## src/rtl/mips32_mem_arbiter.sv

```systemverilog
// rtl/mips32_mem_arbiter.sv - single-port IF/MEM memory arbiter with starvation guard and fetch flush
module mips32_mem_arbiter #(
    parameter int ADDR_W     = 10,
    parameter int DATA_W     = 32,
    parameter int MEM_LAT    = 2,
    parameter int STARVE_MAX = 4
) (
    input  logic              clk1,
    input  logic              rst,
    input  logic              if_req,
    input  logic [ADDR_W-1:0] if_addr,
    output logic              if_gnt,
    output logic              if_rvalid,
    output logic [DATA_W-1:0] if_rdata,
    input  logic              if_flush,
    input  logic              d_req,
    input  logic              d_we,
    input  logic [ADDR_W-1:0] d_addr,
    input  logic [DATA_W-1:0] d_wdata,
    output logic              d_gnt,
    output logic              d_rvalid,
    output logic [DATA_W-1:0] d_rdata,
    output logic              mem_en,
    output logic              mem_we,
    output logic [ADDR_W-1:0] mem_addr,
    output logic [DATA_W-1:0] mem_wdata,
    input  logic [DATA_W-1:0] mem_rdata
);

    typedef enum logic {IDLE, WAIT} state_t;
    typedef enum logic [1:0] {OWN_NONE, OWN_IF, OWN_D} owner_t;

    localparam logic [3:0] LAT_LAST   = 4'(MEM_LAT);
    localparam logic [3:0] STARVE_LIM = 4'(STARVE_MAX);

    state_t     state;
    owner_t     owner;
    logic       owner_we;
    logic [3:0] lat_cnt;
    logic [3:0] starve_cnt;
    logic       flush_pend;
    logic       starved;

    // Data wins unless fetch has lost STARVE_MAX arbitrations in a row.
    always_comb begin
        starved   = if_req && (starve_cnt == STARVE_LIM);
        d_gnt     = !rst && (state == IDLE) && d_req && !starved;
        if_gnt    = !rst && (state == IDLE) && if_req && !d_gnt;
        mem_en    = if_gnt | d_gnt;
        mem_we    = d_gnt & d_we;
        mem_addr  = d_gnt ? d_addr : (if_gnt ? if_addr : '0);
        mem_wdata = rst ? '0 : d_wdata;
    end

    always_ff @(posedge clk1 or posedge rst) begin
        if (rst) begin
            state      <= IDLE;
            owner      <= OWN_NONE;
            owner_we   <= 1'b0;
            lat_cnt    <= '0;
            starve_cnt <= '0;
            flush_pend <= 1'b0;
            if_rvalid  <= 1'b0;
            if_rdata   <= '0;
            d_rvalid   <= 1'b0;
            d_rdata    <= '0;
        end else begin
            if_rvalid <= 1'b0;
            d_rvalid  <= 1'b0;

            if (!if_req || if_gnt)
                starve_cnt <= '0;
            else if (d_gnt)
                starve_cnt <= starve_cnt + 4'd1;

            case (state)
                IDLE: begin
                    if (mem_en) begin
                        state      <= WAIT;
                        owner      <= d_gnt ? OWN_D : OWN_IF;
                        owner_we   <= d_gnt & d_we;
                        lat_cnt    <= 4'd1;
                        flush_pend <= if_gnt & if_flush;
                    end
                end
                WAIT: begin
                    lat_cnt <= lat_cnt + 4'd1;
                    if (owner == OWN_IF && if_flush)
                        flush_pend <= 1'b1;
                    // Last latency cycle: route read data to the owner and rearm.
                    if (lat_cnt == LAT_LAST) begin
                        state      <= IDLE;
                        owner      <= OWN_NONE;
                        lat_cnt    <= '0;
                        flush_pend <= 1'b0;
                        if (owner == OWN_D) begin
                            d_rvalid <= 1'b1;
                            if (!owner_we)
                                d_rdata <= mem_rdata;
                        end else if (!(flush_pend || if_flush)) begin
                            if_rvalid <= 1'b1;
                            if_rdata  <= mem_rdata;
                        end
                    end
                end
                default: state <= IDLE;
            endcase
        end
    end

endmodule

```

## config.mk

```make
export PLATFORM = sky130hd
export DESIGN_NAME = mips32_mem_arbiter
export DESIGN_NICKNAME = d
export VERILOG_FILES = /design/src/rtl/mips32_mem_arbiter.sv
export SDC_FILE = /design/constraint.sdc
export NUM_CORES = 1
export LEC_CHECK = 0
export ABC_CLOCK_PERIOD_IN_PS = 3600
export CAP_MARGIN = 30
export CORE_MARGIN = 2
export CORE_UTILIZATION = 35
export CTS_CLUSTER_SIZE = 28
export DETAILED_ROUTE_END_ITERATION = 6
export HOLD_SLACK_MARGIN = 0.15
export PLACE_DENSITY = 0.89
export SYNTH_ARGS = -nofsm -noshare
export SYNTH_HDL_FRONTEND = slang
export SYNTH_SLANG_ARGS = --single-unit
```

## constraint.sdc

```tcl
create_clock -name clk1 -period 3.6 [get_ports clk1]
set_clock_uncertainty 0.2 [all_clocks]
set_input_delay 0.9 -clock clk1 [delete_from_list [all_inputs] [get_ports clk1]]
set_output_delay 0.9 -clock clk1 [all_outputs]
set_load 0.005 [all_outputs]
```

==> metrics.md <==
| Metric | Value |
|---|---|
| Vias in the first global route | `3312` |
| Vias/cell | `4.767` |
| Die H | `105.9 µm` |
| Ys flop type | `dfrtp_1` |
| HP Start | `owner_we$_DFFE_PP0P_` |
| Register-to-register setup slack | `1.03 ns` |
| Clock latency on the worst-skew pair | `0.35 ns` |
| Area of the multi-input gates | `1550 µm²` |
| Syn_nets | `364` |
| Commonest non-fill, non-tap cells in the layout | `clkdlybuf4s50_1 (186), dfrtp_1 (79), mux2_2 (32)` |
| CTS tree | `yes` |
| # placed instances | `607` |
| Static leakage | `2.770 nW` |
| Max-cap viol count | `0` |
| Maximum number of pins on one net before global-route repair | `48` |
| CP Data Arrival Time | `2.37 ns` |
| Cell taking the most area after synthesis | `dfrtp_1` |
| R2r worst-path depth | `6` |
| Final Wtd Congestion | `0.8286` |
| CTS Root Cell | `clkbuf_8` |
| Site Rows | `37` |
| Final Power | `3.811 mW` |
| CTS Buffer Depth | `2` |
| Commonest non-fill, non-tap cell in the layout | `clkdlybuf4s50_1` |
| Yosys cell types | `43` |
| Final Instance Area | `6148 µm²` |
| Mean post-synth cell area | `13.46 µm²` |
| VDD IR-drop max | `0.2723 mV` |
| GRT Total Usage | `19.60%` |
| Critical path class | `in -> out` |
| Die W | `105.9 µm` |
| WL per Instance | `16.78 µm` |
| Detailed Place HPWL | `7890 µm` |
| Fillers | `797` |
| Post-synth EDFFs | `0` |
| Worst min-delay path class | `reg -> reg` |
| Fmax | `0.2878 GHz` |
| # setup viols final | `0` |
| Pre-antenna DRT Iters | `4` |
| Nets | `589` |
| Total power per unit cell area | `619.9 nW/µm²` |
| Area contributors post-synth | `dfrtp_1 (54%), mux2_4 (12%), mux2_2 (9.9%), nor2b_1 (5.5%), a22o_1 (2.4%)` |
| Final Non-Filler Cells | `636` |
| Worst-path clk slew | `0.08 ns` |
| Global-route wire length before repair | `16910 µm` |
| Maximum fanout along the worst path | `4` |
| Seq/Total Area, Yosys | `54.41%` |
| Final slew viol count | `0` |
| Number of buffers created by CTS | `9` |
| Register bit total from synthesis | `79` |
| Total grt overflow | `0` |
| Max_slew headroom | `58.41%` |
| Iteration-0 DRC Markers | `98` |
| Hold Path End | `owner_we$_DFFE_PP0P_` |
| Reg2reg end | `if_rdata[6]$_DFFE_PP0P_` |
| N_diodes | `0` |
| Fin. Hold Viols | `0` |
| Synth warn | `0` |
| DR vias | `3032` |
| Drt total wl | `10680 µm` |
| Reg area | `1977 µm²` |
| IO Count | `202` |
| Placed Area | `5864 µm²` |
| Die Area | `11210 µm²` |
| Initial antenna violation count | `0` |
| Post-synth ARST share | `100.0%` |
| Initial Util | `35.68%` |
| DRT antenna net count | `0` |
| DRC | `0` |
| Hold depth | `1` |
| Area of the mapped netlist | `3633 µm²` |
| Crit path launch type | `input port` |
| Slew @ Worst Pin | `0.6239 ns` |
| Post-cts hold buffer count | `0` |
| Share of cells above drive strength 1 | `23.60%` |
| RSZ-0062 raised after global routing | `false` |
| WP data required | `2.50 ns` |
| Area Overhead vs Synth | `69.21%` |
| Mapped Cells | `270` |
| CTS Sinks | `79` |
| Reg2reg start | `lat_cnt[0]$_DFFE_PP0P_` |
| Synth top area share | `54.41%` |
| Worst setup EP type | `output pin` |
| Final period util | `96.51%` |
| Buffers on Ports | `201` |
| # H-tree levels | `3` |
| Status | `finished clean` |
| Min Tclk post-route | `3.474 ns` |
| Core area | `10180 µm²` |
-- worst max-delay path, stage by stage --
cell and delay [ns]:
clkdlybuf4s50_1 0.56, a211oi_4 0.10, buf_6 0.13, buf_4 0.13, buf_4 0.12, a22o_1 0.17, dlygate4sd2_1 0.26
-- report_power, final --
part	switching [mW]	internal (mW)
clock	0.347	0.257
sequential	0.232	1.28
combinational	0.509	1.19
total	1.09	2.72
-- Yosys cell counts (2+ instances only) --
library cell and instances:
a22o_1 10, inv_1 11, mux2_4 29, a211o_1 2, nand3_1 3, nand2b_1 2
and3_1 3, nor3_1 2, nand2_1 5, mux2_1 3, a21oi_1 2, nor2b_1 32
a31oi_1 3, and2_1 2, nand4b_1 2, nand3b_1 2, nand4_1 2, mux2_2 32
o21bai_1 3, buf_2 5, buf_6 3, clkbuf_1 8, o211ai_1 2, dfrtp_1 79
ha_1 4, nor2_1 2
-- logic make-up after synthesis --
group	count (synthesis)	synth area share, %
DFF	79	54.41
muxes	65	23.11
and+or+nand+nor	64	10.99
AOI/OAI and AO/OA	30	6.440
buffers and inverters	28	3.684
adders and majority gates	4	1.377
-- metal layers --
layer | wire (µm) | track usage (%) | share of wire [%] | vias up
met2 | 5511 | 35.21 | 52 | 149
met5 | 0 | 0 | 0 | -
met3 | 776 | 5.273 | 7.3 | 22
met1 | 4018 | 21.02 | 38 | 1467
li1 | - | - | - | 1394
met4 | 369 | 10.24 | 3.5 | 0
-- state kept, by name, indices dropped and copies added, names as in the netlist --
signal and count:
owner 2, if_rdata 32, d_rdata 32, if_rvalid 1, flush_pend 1, d_rvalid 1, state 1, starve_cnt 4
lat_cnt 4, owner_we 1
-- worst max-delay path by stage --
| stage | startpoint | endpoint | slack (ns) | depth (start not counted) |
|---|---|---|---|---|
| after detailed placement | rst | mem_addr[3] | -0.27 | 6 |
| after CTS | rst | mem_addr[3] | -0.09 | 8 |
| after global placement | rst | mem_addr[3] | -0.20 | 6 |
| after global routing | d_req | mem_addr[4] | 0.08 | 7 |
| final | d_req | mem_addr[4] | 0.13 | 7 |
| after floorplan | rst | d_rdata[0]$_DFFE_PP0P_ | 0.07 | 3 |
-- layout make-up --
class                   instances  area share, %
multi-input cells             163          25.21
flip-flops and latches         79          32.15
clock buffers                   9          2.015
well taps                     136          2.768
repair buffers                231          36.22
inverters                      11         0.6919
clock inverters                 7         0.9361
-- metrics by stage --
step	utilization, %	hold WS, ns	TNS (ns)	setup WS [ns]
after detailed placement	57.58	0.2829	-3.127	-0.2727
after global placement	57.58	0.2518	-2.272	-0.1959
after CTS	60.21	0.3024	-0.2823	-0.09199
after floorplan	-	0.2427	0	0.06997
after global routing	60.37	0.3231	0	0.07605
final	60.37	0.2968	0	0.1257
-- timing repair --
item,in CTS,in global routing
buffers inserted,12,1
gates cloned,1,0
resized for setup,20,11
endpoints found under the setup margin,37,10
pin swaps,2,2
No activity file was read; power rests on OpenSTA's default activity.
